`config.mk`:
```
export PLATFORM = sky130hd
export DESIGN_NAME = hazard_scoreboard_unit
export DESIGN_NICKNAME = d
export VERILOG_FILES = /design/src/rtl/hazard_scoreboard_unit_pkg.sv /design/src/rtl/hazard_scoreboard_unit_busy_counter_bank.sv /design/src/rtl/hazard_scoreboard_unit.sv
export SDC_FILE = /design/constraint.sdc
export NUM_CORES = 1
export LEC_CHECK = 0
export ABC_CLOCK_PERIOD_IN_PS = 7700
export BUFFER_PORTS_ARGS = -buffer_cell sky130_fd_sc_hd__buf_2
export CAP_MARGIN = 30
export CORE_UTILIZATION = 35
export CTS_CLUSTER_SIZE = 24
export DETAILED_ROUTE_END_ITERATION = 12
export GPL_ROUTABILITY_DRIVEN = 0
export PLACE_DENSITY = 0.5
export SLEW_MARGIN = 25
export SYNTH_ARGS = -nofsm -noshare
export SYNTH_HDL_FRONTEND = slang
export SYNTH_HIERARCHICAL = 1
export SYNTH_SLANG_ARGS = --single-unit
```
`constraint.sdc`:
```
create_clock -name clk -period 7.7 [get_ports clk]
set_input_delay 0.385 -clock clk [delete_from_list [all_inputs] [get_ports clk]]
set_output_delay 0.385 -clock clk [all_outputs]
set_load 0.005 [all_outputs]
```
`src/rtl/hazard_scoreboard_unit_pkg.sv`:
```
// Shared types for the scoreboard hazard unit: latency classes, forwarding selects
// and the busy-counter width.
package hazard_pkg;

  localparam int BUSY_W = 3;

  typedef enum logic [1:0] {
    LAT_ALU  = 2'd0,
    LAT_LOAD = 2'd1,
    LAT_VEC  = 2'd2
  } lat_class_t;

  typedef enum logic [1:0] {
    FWD_RF  = 2'b00,
    FWD_WB  = 2'b01,
    FWD_MEM = 2'b10
  } fwd_sel_t;

  // Cycles until a result of this class can be forwarded; unknown encodings behave as ALU.
  function automatic logic [BUSY_W-1:0] lat_cycles(input lat_class_t     c,
                                                    input logic [BUSY_W-1:0] load_lat,
                                                    input logic [BUSY_W-1:0] vec_lat);
    case (c)
      LAT_LOAD: lat_cycles = load_lat;
      LAT_VEC:  lat_cycles = vec_lat;
      default:  lat_cycles = BUSY_W'(1);
    endcase
  endfunction

endpackage

```
`src/rtl/hazard_scoreboard_unit_busy_counter_bank.sv`:
```
// Per-register pending-write counters for one register file: one set port,
// two source read ports and a destination read port.
module busy_counter_bank
  import hazard_pkg::*;
#(
  parameter int ADDRESSWIDTH = 4
) (
  input  logic                    clk,
  input  logic                    reset,
  input  logic                    set_en,
  input  logic [ADDRESSWIDTH-1:0] set_addr,
  input  logic [BUSY_W-1:0]       set_val,
  input  logic [ADDRESSWIDTH-1:0] rd1_addr,
  input  logic [ADDRESSWIDTH-1:0] rd2_addr,
  input  logic [ADDRESSWIDTH-1:0] rdw_addr,
  output logic [BUSY_W-1:0]       rd1_busy,
  output logic [BUSY_W-1:0]       rd2_busy,
  output logic [BUSY_W-1:0]       rdw_busy
);

  localparam int NREG = 2 ** ADDRESSWIDTH;

  logic [BUSY_W-1:0] busy_q [NREG];
  logic [BUSY_W-1:0] busy_d [NREG];

  // Every counter counts down and sticks at zero; a new issue overrides the decrement.
  always_comb begin
    for (int i = 0; i < NREG; i++) begin
      busy_d[i] = (busy_q[i] != '0) ? busy_q[i] - BUSY_W'(1) : '0;
    end
    if (set_en) begin
      busy_d[set_addr] = set_val;
    end
  end

  always_ff @(posedge clk or negedge reset) begin
    if (!reset) begin
      for (int i = 0; i < NREG; i++) begin
        busy_q[i] <= '0;
      end
    end else begin
      for (int i = 0; i < NREG; i++) begin
        busy_q[i] <= busy_d[i];
      end
    end
  end

  assign rd1_busy = busy_q[rd1_addr];
  assign rd2_busy = busy_q[rd2_addr];
  assign rdw_busy = busy_q[rdw_addr];

endmodule

```
`src/rtl/hazard_scoreboard_unit.sv`:
```
// Scoreboard hazard unit for the scalar+vector pipeline: stall/flush control and E-stage
// forwarding selects. Optional HAZARD_PERF_CNT_EN adds saturating stall/flush counters.
module hazard_scoreboard_unit
  import hazard_pkg::*;
#(
  parameter int ADDRESSWIDTH = 4,
  parameter int LOADLATENCY  = 2,
  parameter int VECLATENCY   = 3
) (
  input  logic                    clk,
  input  logic                    reset,
  input  logic                    issueValidD,
  input  logic                    isScalarD,
  input  logic                    isScalarE,
  input  logic                    isScalarM,
  input  logic                    isScalarWB,
  input  logic                    isVecScalarOpD,
  input  logic                    isVecScalarOpE,
  input  logic                    writeEnableD,
  input  lat_class_t              latClassD,
  input  logic [ADDRESSWIDTH-1:0] reg1AddrD,
  input  logic [ADDRESSWIDTH-1:0] reg2AddrD,
  input  logic [ADDRESSWIDTH-1:0] writeAddrD,
  input  logic [ADDRESSWIDTH-1:0] reg1AddrE,
  input  logic [ADDRESSWIDTH-1:0] reg2AddrE,
  input  logic [ADDRESSWIDTH-1:0] writeAddrM,
  input  logic [ADDRESSWIDTH-1:0] writeAddrWB,
  input  logic                    writeEnableM,
  input  logic                    writeEnableWB,
  input  logic                    takeBranchE,
  output fwd_sel_t                fwd1ScalarE,
  output fwd_sel_t                fwd2ScalarE,
  output fwd_sel_t                fwd1VectorE,
  output fwd_sel_t                fwd2VectorE,
  output logic                    stallF,
  output logic                    stallD,
  output logic                    flushD,
  output logic                    flushE
`ifdef HAZARD_PERF_CNT_EN
  ,
  output logic [31:0]             stallCount,
  output logic [31:0]             flushCount
`endif
);

  localparam logic [BUSY_W-1:0] LOAD_LAT = BUSY_W'(LOADLATENCY);
  localparam logic [BUSY_W-1:0] VEC_LAT  = BUSY_W'(VECLATENCY);

  logic [BUSY_W-1:0] s_rd1_busy, s_rd2_busy, s_dst_busy;
  logic [BUSY_W-1:0] v_rd1_busy, v_rd2_busy, v_dst_busy;
  logic [BUSY_W-1:0] src1_busy, src2_busy, dst_busy, own_lat;
  logic              src2_scalar_d, raw_hazard, waw_hazard, hazard, issue;
  logic              s_set_en, v_set_en;

  // Issue handshake: issueValidD is the valid, ready is (!stallD & !takeBranchE); the
  // D instruction is recorded into the scoreboard only on a cycle where both are high.
  assign src2_scalar_d = isScalarD | isVecScalarOpD;
  assign src1_busy     = isScalarD ? s_rd1_busy : v_rd1_busy;
  assign src2_busy     = src2_scalar_d ? s_rd2_busy : v_rd2_busy;
  assign dst_busy      = isScalarD ? s_dst_busy : v_dst_busy;
  assign own_lat       = lat_cycles(latClassD, LOAD_LAT, VEC_LAT);

  assign raw_hazard = issueValidD & ((src1_busy > BUSY_W'(1)) | (src2_busy > BUSY_W'(1)));
  assign waw_hazard = issueValidD & writeEnableD & (dst_busy > own_lat);
  assign hazard     = raw_hazard | waw_hazard;
  assign issue      = issueValidD & ~hazard & ~takeBranchE;
  assign s_set_en   = issue & writeEnableD & isScalarD;
  assign v_set_en   = issue & writeEnableD & ~isScalarD;

  busy_counter_bank #(.ADDRESSWIDTH(ADDRESSWIDTH)) u_scalar_bank (
    .clk      (clk),
    .reset    (reset),
    .set_en   (s_set_en),
    .set_addr (writeAddrD),
    .set_val  (own_lat),
    .rd1_addr (reg1AddrD),
    .rd2_addr (reg2AddrD),
    .rdw_addr (writeAddrD),
    .rd1_busy (s_rd1_busy),
    .rd2_busy (s_rd2_busy),
    .rdw_busy (s_dst_busy)
  );

  busy_counter_bank #(.ADDRESSWIDTH(ADDRESSWIDTH)) u_vector_bank (
    .clk      (clk),
    .reset    (reset),
    .set_en   (v_set_en),
    .set_addr (writeAddrD),
    .set_val  (own_lat),
    .rd1_addr (reg1AddrD),
    .rd2_addr (reg2AddrD),
    .rdw_addr (writeAddrD),
    .rd1_busy (v_rd1_busy),
    .rd2_busy (v_rd2_busy),
    .rdw_busy (v_dst_busy)
  );

  // A taken branch squashes D, so it overrides any stall; reset forces every output low.
  assign stallF = reset & hazard & ~takeBranchE;
  assign stallD = reset & hazard & ~takeBranchE;
  assign flushD = reset & takeBranchE;
  assign flushE = reset & (hazard | takeBranchE);

  function automatic fwd_sel_t fwd_pick(input logic [ADDRESSWIDTH-1:0] addr,
                                        input logic                    bank_scalar);
    if (writeEnableM && (isScalarM == bank_scalar) && (writeAddrM == addr)) begin
      fwd_pick = FWD_MEM;
    end else if (writeEnableWB && (isScalarWB == bank_scalar) && (writeAddrWB == addr)) begin
      fwd_pick = FWD_WB;
    end else begin
      fwd_pick = FWD_RF;
    end
  endfunction

  logic src2_scalar_e;
  assign src2_scalar_e = isScalarE | isVecScalarOpE;

  always_comb begin
    fwd1ScalarE = FWD_RF;
    fwd2ScalarE = FWD_RF;
    fwd1VectorE = FWD_RF;
    fwd2VectorE = FWD_RF;
    if (reset) begin
      if (isScalarE) fwd1ScalarE = fwd_pick(reg1AddrE, 1'b1);
      else           fwd1VectorE = fwd_pick(reg1AddrE, 1'b0);
      if (src2_scalar_e) fwd2ScalarE = fwd_pick(reg2AddrE, 1'b1);
      else               fwd2VectorE = fwd_pick(reg2AddrE, 1'b0);
    end
  end

`ifdef HAZARD_PERF_CNT_EN
  logic [31:0] stall_cnt_q, stall_cnt_d, flush_cnt_q, flush_cnt_d;

  always_comb begin
    stall_cnt_d = stall_cnt_q;
    flush_cnt_d = flush_cnt_q;
    if (stallD && (stall_cnt_q != 32'hFFFF_FFFF)) stall_cnt_d = stall_cnt_q + 32'd1;
    if (flushD && (flush_cnt_q != 32'hFFFF_FFFF)) flush_cnt_d = flush_cnt_q + 32'd1;
  end

  always_ff @(posedge clk or negedge reset) begin
    if (!reset) begin
      stall_cnt_q <= '0;
      flush_cnt_q <= '0;
    end else begin
      stall_cnt_q <= stall_cnt_d;
      flush_cnt_q <= flush_cnt_d;
    end
  end

  assign stallCount = stall_cnt_q;
  assign flushCount = flush_cnt_q;
`endif

endmodule

```
==> out/results.tsv <==
metric	value	unit
clk_pin_slew_worst_paths	0.07	ns
hold_buffers	0	
slew-limit-headroom	44.06	%
end_kind	register	
cts_root_buf	clkbuf_16	
layout_common_cells	98 x mux2_2, 96 x dfrtp_1, 69 x inv_1	
drtIter0Drc	327	
ctsResizeCount	0	
hold_violations	0	
clkSinkCount	96	
totalPowerFinal	0.001365	W
powerDensity	159.2	nW/um^2
cts_made_buffers	9	
critPathMaxFanout	27	
port_buffers	54	
track_usage	19.54	%
synth_cells	723	
p_switching	0.0004174	W
io_pins	55	
pwr-share-comb	21.7	%
antenna_left	0	
grt_pass1_wl	32950	um
fmax	0.2041	GHz
min_period	4.900	ns
initial_utilization	36.05	%
maxCapViolCount	0	
cp_data_arrival_time	5.14	ns
place_area	8242	sq um
cts_tree	built	
cts_setup_buffers	0	
intPower	0.0009478	W
clk_latency	0.36	ns
drt-total-wl	20890	um
final_layout_size_suffix_gt1_share	32.99	%
antenna_found_initial	0	
avgSynthCellArea	10.62	sq um
syn_area	7675	sq um
leakagePower	4.071	nW
hold_path_class	input port to async pin	
die-area	22520	sq um
peakVddDrop	0.0001020	V
overflow	0	
fp.dieW	150.1	um
startpoint_type	input port	
fin_setup_tns	0	ns
final_area	8576	sq um
nets	891	
setup_violations	0	
clk_path_buf_depth	2	
grt_pass1_vias	6008	
dr.pass1.iters	5	
grt_max_degree	63	
cp.required	7.94	ns
coreArea	21290	sq um
tightest_slew	0.8391	ns
fin_skew	0.005839	ns
ff2ff_setup_slack	3.22	ns
htreeDepth	3	
yosysWarnings	6	
sw_frac_of_total	30.57	%
vias_per_cell	5.458	
clkPwrFrac	34.9	%
areaGrowthSynthToFinish	11.74	%
final_common_cell	mux2_2	
post-dp-hpwl	15380	um
vias	5785	
final.period_utilization	63.64	%
grt_setup_unrepaired	false	
diodes	0	
power_frac_seq	43.5	%
status	completed	
rows	53	
crit_type	input port to register	
drcViolationCount	0	
die-height	150.1	um
avgRoutedWirePerCell	19.71	um
drv_slew	0	
power by group through the flow:
stage          sequential (W)  clock (W)  combinational (W)
2_1_floorplan        0.000584          0           0.000207
3_3_place_gp         0.000601          0           0.000275
3_5_place_dp         0.000602          0           0.000293
4_1_cts              0.000592   0.000489           0.000295
5_1_grt              0.000600   0.000509           0.000331
6_report             0.000593   0.000476           0.000296
state kept, by name (all words and copies together), names as in the netlist:
name and cells:
u_scalar_bank/busy_q 48, u_vector_bank/busy_q 48
critical path, stage by stage:
cell and delay (ns):
buf_2 0.30, buf_4 0.43, mux4_2 0.55, a22oi_1 0.21, nand3_1 0.14, mux2_2 0.29, ha_1 0.29, nor2b_1 0.13
o211ai_1 0.18, nand4_2 0.18, nor3_1 0.64, nand2_1 0.45, nor3_1 0.53, mux2_2 0.40
metrics by stage:
step           util (%)  hold WS, ns  instances  worst slack (ns)
5_1_grt           40.29      0.04297       1060             2.437
3_5_place_dp      38.72       0.4219       1044             2.405
4_1_cts           40.16      0.03281       1059             2.780
3_3_place_gp      38.72       0.4173       1044             2.599
2_1_floorplan         -      0.08941        736             3.824
6_report          40.29     0.008189       1060             2.800
path summary, 6_finish.rpt:
path | startpoint | cells after the start | end
worst max-delay path | writeAddrD[1] | 14 | u_vector_bank/busy_q[31]$_DFF_PN0_
min in group clk | u_scalar_bank/busy_q[27]$_DFF_PN0_ | 3 | u_scalar_bank/busy_q[28]$_DFF_PN0_
worst max register to register | u_vector_bank/busy_q[37]$_DFF_PN0_ | 12 | u_vector_bank/busy_q[31]$_DFF_PN0_
worst min register to register | u_scalar_bank/busy_q[27]$_DFF_PN0_ | 3 | u_scalar_bank/busy_q[28]$_DFF_PN0_
worst min-delay path | reset | 1 | u_vector_bank/busy_q[39]$_DFF_PN0_
max in group asynchronous | reset | 2 | u_scalar_bank/busy_q[15]$_DFF_PN0_
routing by layer:
| metal | track usage (%) | wire, um | up-vias |
|---|---|---|---|
| met2 | 34.31 | 10620 | 145 |
| met4 | 5.808 | 309 | 0 |
| li1 | - | - | 2640 |
| met1 | 24.60 | 9162 | 2976 |
| met5 | 0 | 0 | - |
| met3 | 3.049 | 799 | 24 |
area by class of cell:
cell class / instances / area (sq um)
Clock inverter: 4 / 53.80
Clock buffer: 11 / 252.7
Tap cell: 275 / 344.1
Multi-Input combinational cell: 546 / 4933
Timing Repair Buffer: 59 / 330.3
Sequential cell: 96 / 2402
Fill cell: 2047 / 12710
Inverter: 69 / 259.0
Power figures use the tool's default switching activity.
